`config.mk`:
```
export PLATFORM = sky130hd
export DESIGN_NAME = branch_target_ctrl
export DESIGN_NICKNAME = d
export VERILOG_FILES = /design/src/rtl/bq_pkg.sv /design/src/rtl/bq_fifo.sv /design/src/rtl/branch_target_ctrl.sv
export VERILOG_INCLUDE_DIRS = /design/src /design/src/rtl
export SDC_FILE = /design/constraint.sdc
export NUM_CORES = 1
export LEC_CHECK = 0
export ABC_CLOCK_PERIOD_IN_PS = 4500
export CAP_MARGIN = 10
export CORE_ASPECT_RATIO = 0.75
export CORE_MARGIN = 10
export CORE_UTILIZATION = 40
export DETAILED_ROUTE_END_ITERATION = 8
export DONT_BUFFER_PORTS = 1
export GPL_TIMING_DRIVEN = 0
export RECOVER_POWER = 50
export REMOVE_ABC_BUFFERS = 1
export SLEW_MARGIN = 20
export SYNTH_ARGS = -nofsm -noshare
export SYNTH_HDL_FRONTEND = slang
export SYNTH_HIERARCHICAL = 1
export SYNTH_SLANG_ARGS = --single-unit
```
`constraint.sdc`:
```
create_clock -name clk -period 4.5 [get_ports clk]
set_input_delay 0.9 -clock clk [delete_from_list [all_inputs] [get_ports clk]]
set_output_delay 0.9 -clock clk [all_outputs]
set_load 0.03 [all_outputs]
```
`src/rtl/define.sv`:
```
// define.sv: global datapath width shared by the pipeline
`ifndef DEFINE_SV
`define DEFINE_SV
`define DATA_SIZE 32
`endif

```
`src/rtl/bq_pkg.sv`:
```
// bq_pkg: shared types for the branch target queue
`include "define.sv"
package bq_pkg;
    localparam int DEPTH_DEF = 2;
    localparam int W_DEF = `DATA_SIZE;
    typedef enum logic [1:0] {RUN, FLUSH1, FLUSH2} state_e;
    typedef struct packed {
        logic             pred_taken;
        logic [W_DEF-1:0] alt_target;
    } entry_t;
endpackage

```
`src/rtl/bq_fifo.sv`:
```
// bq_fifo: circular FIFO of unresolved branches; clear wins over push/pop, stall freezes
module bq_fifo
    import bq_pkg::*;
#(
    parameter int DEPTH = DEPTH_DEF,
    localparam int PW = $clog2(DEPTH),
    localparam int CW = PW + 1
) (
    input  logic          clk,
    input  logic          rst,
    input  logic          stall,
    input  logic          push,
    input  logic          pop,
    input  logic          clear,
    input  entry_t        push_entry,
    output entry_t        head,
    output logic [CW-1:0] count,
    output logic          empty,
    output logic          full
);
    entry_t        mem_q [DEPTH];
    logic [PW-1:0] rd_ptr_q, rd_ptr_d, wr_ptr_q, wr_ptr_d;
    logic [CW-1:0] count_q, count_d;
    always_comb begin
        rd_ptr_d = stall ? rd_ptr_q : clear ? '0 : rd_ptr_q + PW'(pop);
        wr_ptr_d = stall ? wr_ptr_q : clear ? '0 : wr_ptr_q + PW'(push);
        count_d  = stall ? count_q  : clear ? '0 : count_q + CW'(push) - CW'(pop);
    end
    always_ff @(posedge clk or negedge rst) begin
        if (!rst) begin
            rd_ptr_q <= '0;
            wr_ptr_q <= '0;
            count_q  <= '0;
        end else begin
            rd_ptr_q <= rd_ptr_d;
            wr_ptr_q <= wr_ptr_d;
            count_q  <= count_d;
        end
    end
    // payload is qualified by count, so it carries no reset
    always_ff @(posedge clk)
        if (push && !stall && !clear) mem_q[wr_ptr_q] <= push_entry;
    assign head  = mem_q[rd_ptr_q];
    assign count = count_q;
    assign empty = count_q == '0;
    assign full  = count_q == CW'(DEPTH);
endmodule

```
`src/rtl/branch_target_ctrl.sv`:
```
// branch_target_ctrl: tracks in-flight B-type predictions and issues redirect/flush on a mispredict
module branch_target_ctrl
    import bq_pkg::*;
#(
    parameter int DEPTH = DEPTH_DEF,
    parameter int W = W_DEF,
    localparam int CW = $clog2(DEPTH) + 1
) (
    input  logic          clk,
    input  logic          rst,
    input  logic          stall,
    input  logic          push_valid,
    input  logic          push_pred_taken,
    input  logic [W-1:0]  push_alt_target,
    input  logic          resolve_valid,
    input  logic          resolve_taken,
    output logic          push_ready,
    output logic          full,
    output logic          empty,
    output logic [CW-1:0] count,
    output logic          redirect_valid,
    output logic [W-1:0]  redirect_pc,
    output logic          flush_if,
    output logic          flush_id,
    output logic          err_underflow
);
    state_e       state_q, state_d;
    entry_t       head, push_entry;
    logic         push_acc, pop, mispredict;
    logic         redirect_valid_q, redirect_valid_d, flush_q, flush_d, err_q, err_d;
    logic [W-1:0] redirect_pc_q, redirect_pc_d;
    assign push_ready = state_q == RUN && !full && !stall;
    assign push_acc   = push_valid && push_ready;
    assign pop        = resolve_valid && !stall && !empty && state_q == RUN;
    assign mispredict = pop && resolve_taken != head.pred_taken;
    assign push_entry = '{pred_taken: push_pred_taken, alt_target: W_DEF'(push_alt_target)};
    bq_fifo #(.DEPTH(DEPTH)) u_fifo (
        .clk        (clk),
        .rst        (rst),
        .stall      (stall),
        .push       (push_acc),
        .pop        (pop),
        .clear      (mispredict),
        .push_entry (push_entry),
        .head       (head),
        .count      (count),
        .empty      (empty),
        .full       (full)
    );
    always_ff @(posedge clk or negedge rst) begin
        if (!rst) begin
            state_q          <= RUN;
            redirect_valid_q <= 1'b0;
            redirect_pc_q    <= '0;
            flush_q          <= 1'b0;
            err_q            <= 1'b0;
        end else begin
            state_q          <= state_d;
            redirect_valid_q <= redirect_valid_d;
            redirect_pc_q    <= redirect_pc_d;
            flush_q          <= flush_d;
            err_q            <= err_d;
        end
    end
    always_comb begin
        state_d = stall ? state_q :
                  state_q == RUN ? (mispredict ? FLUSH1 : RUN) :
                  state_q == FLUSH1 ? FLUSH2 : RUN;
    end
    // a stalled redirect is held until the PC mux can actually consume it
    always_comb begin
        redirect_valid_d = stall ? redirect_valid_q : mispredict;
        redirect_pc_d    = stall ? redirect_pc_q : mispredict ? W'(head.alt_target) : '0;
        flush_d          = state_d != RUN;
        err_d            = err_q || (resolve_valid && !stall && empty && state_q == RUN);
    end
    assign redirect_valid = redirect_valid_q;
    assign redirect_pc    = redirect_pc_q;
    assign flush_if       = flush_q;
    assign flush_id       = flush_q;
    assign err_underflow  = err_q;
endmodule

```
==> metrics, run 1 <==
setup violators final 0; CTS tree done; WL final 8880 um; vias per cell 5.23; setup TNS 0 ps; syn avg cell area 15.5 um^2; first-pass GRT wire length 13,600 um; CTS Buffer Depth 2; DRC violations left 0; Layout area overhead 9.82%; largest net degree at the start of global routing 48; area of the die 16,200 um^2; worst-path cell chain mux2_2 > xnor2_2 > buf_6 > buf_8 > nor3_1 > nor4_4 > buf_8 > buf_8; die width 143 um; non-filler cells, final 439; Die Ht 113 um; Min-Delay Path Class primary input to async pin; vias in the first global route 2,277; clk slew on worst S/H paths 70 ps; initial drt markers 103; post-synthesis cell area 4570 um^2; core area 11,100 um^2; CP required 4550 ps; Worst VDD drop 0.274 mV; Setup crit start kind flop; EDFF count, synth 66; Clock Root Buffer clkbuf_16; total power 2.86 mW; worst stage delay on the critical path 880 ps; CP arrival 3820 ps; Synth Instances 295; Final ANT Viol Nets 0; Crit-path slowest cell dfrtp_4; f_max 265 MHz; kind of cell adding the most delay to the critical path flip-flops; Leak Pwr 1.91 nW; Max Cap Viol 1; routed len/inst 20.2 um; Slew Limit Fails 21; cts hold-fix bufs 0; Antenna diodes 0; Async SR Flop Fraction 38.3%; Placement Cell Area 4760 um^2; Final Hold Vio Count 0; Rel. slew slack -9.39%; Final Skew 9.99 ps; Yosys reg bits 107; status finished with violations; actual slew at the worst max-slew pin 1630 ps; Seq/Total Area, Yosys 65.8%; CTS buffer count 9; CP Class flop to flop; P per Cell Area 569 nW/um^2; clock tree sinks 107; final period utilization 83.8%; GRT Residual Overflow 0; GRT Total Usage 11.1%; RSZ-0062 raised after global routing no; Detailed Place HPWL 5790 um; finished layout cell area 5020 um^2; Max Fanout on Critical Path 35; most frequent CP cell buf_8; Via Count 2,296; fillers 986; CP bufs+invs 4; commonest register cell after synthesis edfxtp_1; H-tree levels 3; Starting Density 41.3%; PostCTS Resize Cnt 0; share of post-route cells with drive strength above 1 27.1%; Rows 33; post-synth cell types 33; failing checks capacitance limit, slew limit; Nets 335; clk_lat worst skew 340 ps; Post-CTS Setup Bufs 0; yosys warns 6; dpl cells 423; Final Util 45.4%; Boundary Pins 80; Worst setup EP type flop; gp weighted congestion 0.669; I/O Buffers 0; Pre-antenna DRT Iters 4; minimum clock period 3770 ps; initial antenna violation count 0
## where the power goes
| part | switching (mW) | internal (mW) |
|---|---|---|
| clock network | 0.326 | 0.390 |
| registers | 0.328 | 1.16 |
| logic | 0.305 | 0.349 |
## sequential cells by signal, summed over array words and instances, names as in the netlist
register / cells
redirect_pc: 32
flush_id: 1
u_fifo/count: 2
u_fifo/rd_ptr_q: 1
u_fifo/mem_q: 66
u_fifo/wr_ptr_q: 1
state_q: 2
err_underflow: 1
redirect_valid: 1
## synth_stat cells, drive strengths merged, types with 2 or more instances
library cell  count  area (um^2)
clkbuf            9         33.8
nand2            37          139
buf              11          123
mux2             33          477
o21ai             4         20.0
nor2              5         18.8
o31ai            35          380
ha                2         25.0
edfxtp           66         1980
nor3b             2         15.0
nor4              2         18.8
nand2b           33          206
dfrtp            41         1030
mux2i             2         20.0
inv               3         11.3
## kinds of logic (layout without fill, tap and decap cells)
kind of cell             count (synthesis)  in the layout  synth area share, %
flip-flops                             107            107                 65.8
multiplexers                            35             35                 10.9
AND/OR/NAND/NOR                         84             84                 9.52
buffers and inverters                   23             27                 3.66
adder cells (fa/ha/maj)                  2              2                0.547
AO/OA/AOI/OAI                           42             42                 9.27
XOR/XNOR                                 2              2                0.383
## worst register-to-register path, cell delays in order (launching register included)
cell and delay [ps]:
dfrtp_4 880, mux2_2 460, xnor2_2 510, buf_6 260
buf_8 170, nor3_1 130, nor4_4 680, buf_8 230
buf_8 160
## routing by layer
| layer | wire length [um] | part of all wire, % | GRT usage, % |
|---|---|---|---|
| met4 | 95 | 1.1 | 3.26 |
| met2 | 3980 | 45 | 16.0 |
| met1 | 3700 | 42 | 13.5 |
| met3 | 1110 | 12 | 6.91 |
| met5 | 0 | 0 | 0 |
## placed cells by master (no fill, tap or decap), types with 3 or more instances in the layout
cell        n
edfxtp_1   66
o21ai_0     4
nand2b_1   33
mux2_2      5
buf_8       3
dfrtp_1    40
o31ai_1    15
nand2_1    37
inv_1       3
o31ai_2    18
nor2_1      5
clkbuf_16   9
mux2_4     28
## metrics by stage
step,hold WS (ps),setup slack (ps)
floorplan,501,-2450
finish,246,730
global route,222,488
global placement,525,-5840
detailed placement,550,704
CTS,231,687
## final timing paths
check                      slack [ps]            start                  end  depth (start not counted)
max                               730  u_fifo/rd_ptr_q  u_fifo/mem_q[0][12]                          8
min                               250              rst      redirect_pc[19]                          0
max reg2reg                       730  u_fifo/rd_ptr_q  u_fifo/mem_q[0][12]                          8
min reg2reg                       570       state_q[0]           state_q[0]                          2
max in group asynchronous        4150              rst      redirect_pc[11]                          0
min in group clk                  570       state_q[0]           state_q[0]                          2
## area by class of cell
type / count / area, um^2 / area share [%]
Sequential cell: 107 / 3010 / 60.0
Multi-Input combinational cell: 165 / 1420 / 28.3
Clock buffer: 12 / 246 / 4.91
Tap cell: 140 / 175 / 3.49
Timing Repair Buffer: 8 / 130 / 2.59
Clock inverter: 4 / 26.3 / 0.523
Inverter: 3 / 11.3 / 0.224
No activity file was read; power rests on OpenSTA's default activity.
==> run 2, diff against run 1 <==
- ABC_CLOCK_PERIOD_IN_PS: 4500 -> 3710
- clock period: 4.5 -> 3.71 ns (I/O delays scaled with it)
==> run 2 against run 1 <==
- utilization up 0.25 points
- first-iteration DRC count up 2.9%
- power up 23%
- combinational power up 33%
- global-route usage up 0.22 points
- final cell count up 0.23%
- the flow now finishes without violations
- clock power up 22%
- fmax up 9.0%
- critical endpoint unchanged
- clock skew about the same
- die area unchanged
- flip-flop and latch count unchanged
- via count up 0.26%
==> metrics, run 2 (synthesis results as in run 1) <==
H-tree levels 3 (unchanged); setup violators final 0 (unchanged); Worst VDD drop 0.333 mV (+21%); Final Util 45.6% (+0.25 points); status finished, final reports clean; CTS tree done; Via Count 2,302 (+0.26%); Starting Density 41.3% (unchanged); Nets 336 (+0.30%); gp weighted congestion 0.669 (unchanged); Rel. slew slack 45.8% (+55 points); clk slew on worst S/H paths 70 ps (about the same); max FFs per register 66 (unchanged); Detailed Place HPWL 5790 um (unchanged); minimum clock period 3460 ps (-311 ps); f_max 289 MHz (+9.0%); GRT Total Usage 11.3% (+0.22 points); routed len/inst 20.8 um (+2.7%); die width 143 um (unchanged); commonest non-fill, non-tap cells in the layout edfxtp_1 (66), dfrtp_1 (40), nand2_1 (37), nand2b_1 (33), mux2_4 (28); finished layout cell area 5050 um^2 (+0.55%); Setup crit start kind flop; Rows 33 (unchanged); Slew Limit Fails 0 (-100%); RSZ-0062 raised after global routing no; DRC violations left 0 (unchanged); I/O Buffers 0 (unchanged); CP arrival 3510 ps (-310 ps); Antenna diodes 0 (unchanged); Boundary Pins 80 (unchanged); dpl cells 423 (unchanged); GRT Residual Overflow 0 (unchanged); CP Class flop to flop; CP required 3760 ps (-790 ps); largest reg by FF count u_fifo/mem_q; Max Cap Viol 0 (-1); final period utilization 93.2% (+9.4 points); initial drt markers 106 (+2.9%); initial antenna violation count 0 (unchanged); P per Cell Area 695 nW/um^2 (+22%); actual slew at the worst max-slew pin 807 ps (-828 ps); vias per cell 5.23 (about the same); Worst setup EP type flop; vias in the first global route 2,293 (+0.70%); CTS buffer count 9 (unchanged); CTS Buffer Depth 2 (unchanged); Leak Pwr 1.92 nW (+0.50%); Clock Root Buffer clkbuf_16; Die Ht 113 um (unchanged); Pre-antenna DRT Iters 4 (unchanged); Final ANT Viol Nets 0 (unchanged); Placement Cell Area 4760 um^2 (unchanged); share of post-route cells with drive strength above 1 27.7% (+0.58 points); Layout area overhead 10.4%; total power 3.51 mW (+23%); Max Fanout on Critical Path 19 (-46%); Final Hold Vio Count 0 (unchanged); setup TNS 0 ps (unchanged); area of the die 16,200 um^2 (unchanged); clock tree sinks 107 (unchanged); largest net degree at the start of global routing 48 (unchanged); clk_lat worst skew 340 ps (about the same); fillers 984 (-0.20%); commonest non-fill, non-tap cell in the layout edfxtp_1; cts hold-fix bufs 0 (unchanged); Min-Delay Path Class primary input to async pin; Final Skew 9.67 ps (-0.316 ps); non-filler cells, final 440 (+0.23%); first-pass GRT wire length 13,800 um (+1.6%); WL final 9140 um (+2.9%); core area 11,100 um^2 (unchanged)
## run 2: cell count changes in the layout (fill, tap and decap cells not counted), sizes merged
cell and change:
buf +1
## run 2: stage by stage
stage / hold slack [ps] / setup slack (ps)
2_1_floorplan: 446 / -3240
3_3_place_gp: 448 / -6630
3_5_place_dp: 448 / -86.1
4_1_cts: 72.9 / 106
5_1_grt: 63.9 / 6.20
6_report: 89.5 / 251
## run 2: power by group
part	switching (mW)	internal, mW	total [mW]	leakage [nW]
clock	0.397	0.473	0.869	0.133
combinational	0.430	0.440	0.870	0.644
sequential	0.359	1.41	1.77	1.14
## run 2: per-layer routing
| metal | GRT usage, % | vias up | routed length, um |
|---|---|---|---|
| li1 | - | 1069 | - |
| met1 | 13.6 | 1157 | 3860 |
| met2 | 16.6 | 67 | 4110 |
| met3 | 6.91 | 9 | 1070 |
| met4 | 3.26 | 0 | 93 |
| met5 | 0 | - | 0 |
## run 2: final cells by class
| class | count | area [um^2] | share of cell area (%) |
|---|---|---|---|
| flip-flops and latches | 107 | 3010 | 59.6 |
| multi-input cells | 165 | 1430 | 28.3 |
| clock buffers | 12 | 246 | 4.88 |
| well taps | 140 | 175 | 3.47 |
| repair buffers | 9 | 150 | 2.97 |
| clock inverters | 4 | 26.3 | 0.520 |
| inverters | 3 | 11.3 | 0.223 |
## run 2: what timing repair did
| item | CTS | global route |
|---|---|---|
| buffers inserted | 1 | 0 |
| pin swaps | 0 | 1 |
| endpoints found under the setup margin | 43 | 8 |
| resized for setup | 0 | 0 |
| hold endpoints to repair | 0 | 0 |
## run 2: worst max-delay path: stages (launching register included)
cell and delay (ps):
dfrtp_4 700, mux2_2 410, xnor2_2 510, buf_6 260
buf_8 170, nor3_1 120, nor4_4 600, buf_8 230
buf_8 160
## run 2: path summary, 6_finish.rpt
| path | startpoint | to | slack [ps] | cells after the start |
|---|---|---|---|---|
| max in group asynchronous | rst | redirect_pc[11] | 3520 | 0 |
| min in group clk | push_alt_target[7] | u_fifo/mem_q[1][7] | 490 | 0 |
| hold / removal | rst | redirect_pc[19] | 90 | 0 |
| setup / recovery | u_fifo/rd_ptr_q | u_fifo/mem_q[0][12] | 250 | 8 |
| hold reg to reg | state_q[0] | state_q[0] | 560 | 2 |
| setup reg to reg | u_fifo/rd_ptr_q | u_fifo/mem_q[0][12] | 250 | 8 |
==> run 3, diff against run 2 <==
- CTS_BUF_LIST: default -> sky130_fd_sc_hd__clkbuf_2 sky130_fd_sc_hd__clkbuf_4 sky130_fd_sc_hd__clkbuf_8
==> run 3 against run 2 <==
- register-to-register slack is essentially flat
- clock skew is essentially flat
- non-clock buffer count grew 3
- critical path depth unchanged
- cell area decreased by 1.4%
- power decreased by 6.4%
- largest power group unchanged
==> metrics, run 3 (synthesis results as in run 1) <==
status finished, final reports clean; initial drt markers 66 (-38%); DRC violations left 0 (unchanged); Slew Limit Fails 0 (unchanged); CP Class flop to flop; Rel. slew slack 45.8% (about the same); initial antenna violation count 0 (unchanged); vias in the first global route 2,299 (+0.26%); first-pass GRT wire length 13,700 um (-0.95%); core area 11,100 um^2 (unchanged); Die Ht 113 um (unchanged); R2R depth 8 (unchanged); PostCTS Resize Cnt 0 (unchanged); setup TNS 0 ps (unchanged); worst reg-to-reg setup slack 240 ps (about the same); commonest non-fill, non-tap cell in the layout edfxtp_1; non-filler cells, final 443 (+0.68%); Rows 33 (unchanged); minimum clock period 3470 ps (+9.57 ps); Clock Root Buffer clkbuf_8; CP endpoint u_fifo/mem_q[1][8]; CTS Buffer Depth 2 (unchanged); Boundary Pins 80 (unchanged); grt peak-use layer met2; dpl cells 423 (unchanged); GR Layer Usage met1 13.8% (+0.16 points); Final Skew 10.2 ps (+0.485 ps); GRT Total Usage 11.2% (-0.12 points); Final Hold Vio Count 0 (unchanged); Worst setup EP type flop; worst-path cell chain mux2_2 > xnor2_2 > buf_6 > buf_8 > nor3_1 > nor2_1 > and3_2 > buf_16; final setup margin 242 ps (-9.57 ps); Antenna diodes 0 (unchanged); CP required 3780 ps (+20 ps); worst setup path startpoint u_fifo/rd_ptr_q; actual slew at the worst max-slew pin 807 ps (+0.0159 ps); RSZ-0062 raised after global routing no; clock tree sinks 107 (unchanged); Starting Density 41.3% (unchanged); WL final 9150 um (about the same); Reg-to-Reg Start u_fifo/rd_ptr_q; CP bufs+invs 3 (-1); Crit-path slowest cell dfrtp_4; reg-to-reg endpoint u_fifo/mem_q[1][8]; Leak Pwr 1.89 nW (-1.2%); CP arrival 3540 ps (+30 ps); grt met3 use 5.98% (-0.93 points); gp weighted congestion 0.669 (unchanged); met2 Use GR 16.6% (-0.031 points); Max Fanout on Critical Path 21 (+2); Pre-antenna DRT Iters 4 (unchanged); share of post-route cells with drive strength above 1 29.0% (+1.4 points); largest reg by FF count u_fifo/mem_q; routed len/inst 20.6 um (-0.58%); Final ANT Viol Nets 0 (unchanged); Nets 339 (+0.89%); GRT Residual Overflow 0 (unchanged); largest net degree at the start of global routing 48 (unchanged); Via Count 2,327 (+1.1%); Final Util 45.0% (-0.64 points); CTS tree done; max FFs per register 66 (unchanged); critical path depth 8 (unchanged); worst stage delay on the critical path 730 ps (+30 ps); area of the die 16,200 um^2 (unchanged); clk_lat worst skew 360 ps (+20 ps); Worst VDD drop 0.316 mV (-5.1%); dpl ws -86.1 ps (unchanged); final period utilization 93.5% (+0.26 points); Setup crit start kind flop; Max Cap Viol 0 (unchanged); die width 143 um (unchanged); Hold WS 62.3 ps (-27.2 ps); Layout area overhead 8.86%; P per Cell Area 660 nW/um^2 (-5.1%); H-tree levels 3 (unchanged); commonest non-fill, non-tap cells in the layout edfxtp_1 (66), dfrtp_1 (40), nand2_1 (37), nand2b_1 (33), mux2_4 (28); kind of cell adding the most delay to the critical path simple AND/OR/NAND/NOR gates; Detailed Place HPWL 5790 um (unchanged); I/O Buffers 0 (unchanged); f_max 288 MHz (-0.28%); Min-Delay Path Class primary input to async pin; CTS buffer count 9 (unchanged); vias per cell 5.25 (+0.40%); clk slew on worst S/H paths 90 ps (+20 ps); setup violators final 0 (unchanged)
run 3: area by class of cell:
| class | instances | area [um^2] |
|---|---|---|
| Clock buffer | 12 | 153 |
| Clock inverter | 4 | 26.3 |
| Fill cell | 993 | 6090 |
| Inverter | 3 | 11.3 |
| Multi-Input combinational cell | 165 | 1430 |
| Sequential cell | 107 | 3010 |
| Tap cell | 140 | 175 |
| Timing Repair Buffer | 12 | 173 |
run 3: how the worst min path moves through the flow:
stage	end	depth (start not counted)	slack, ps
final	redirect_pc[25]	0	60
after global routing	redirect_pc[13]	0	20
after CTS	redirect_pc[19]	0	30
after detailed placement	redirect_pc[23]	0	450
after global placement	redirect_pc[15]	0	450
after floorplan	err_underflow	0	450
run 3: per-layer routing:
layer  vias to the layer above  wire (um)  share of wire, %
met4                         0         87              0.95
met1                      1173       3950                43
met2                        73       4130                45
li1                       1072          -                 -
met3                         9        971                11
met5                         -          0                 0
run 3: repair_timing:
action                                  CTS  global route
hold buffers                              0             0
endpoints found under the setup margin   43            10
pin swaps                                 0             1
buffers inserted                          1             3
run 3: metrics by stage:
stage / instance area, um^2 / power [mW]
final: 4980 / 3.28
after global routing: 4980 / 3.46
after CTS: 4960 / 3.34
after detailed placement: 4760 / 2.65
after global placement: 4590 / 2.59
after floorplan: 4420 / 2.39
run 3: where the power goes:
group	switching [mW]	internal, mW
Sequential	0.366	1.41
Combinational	0.427	0.442
Clock	0.364	0.277
Total	1.16	2.13
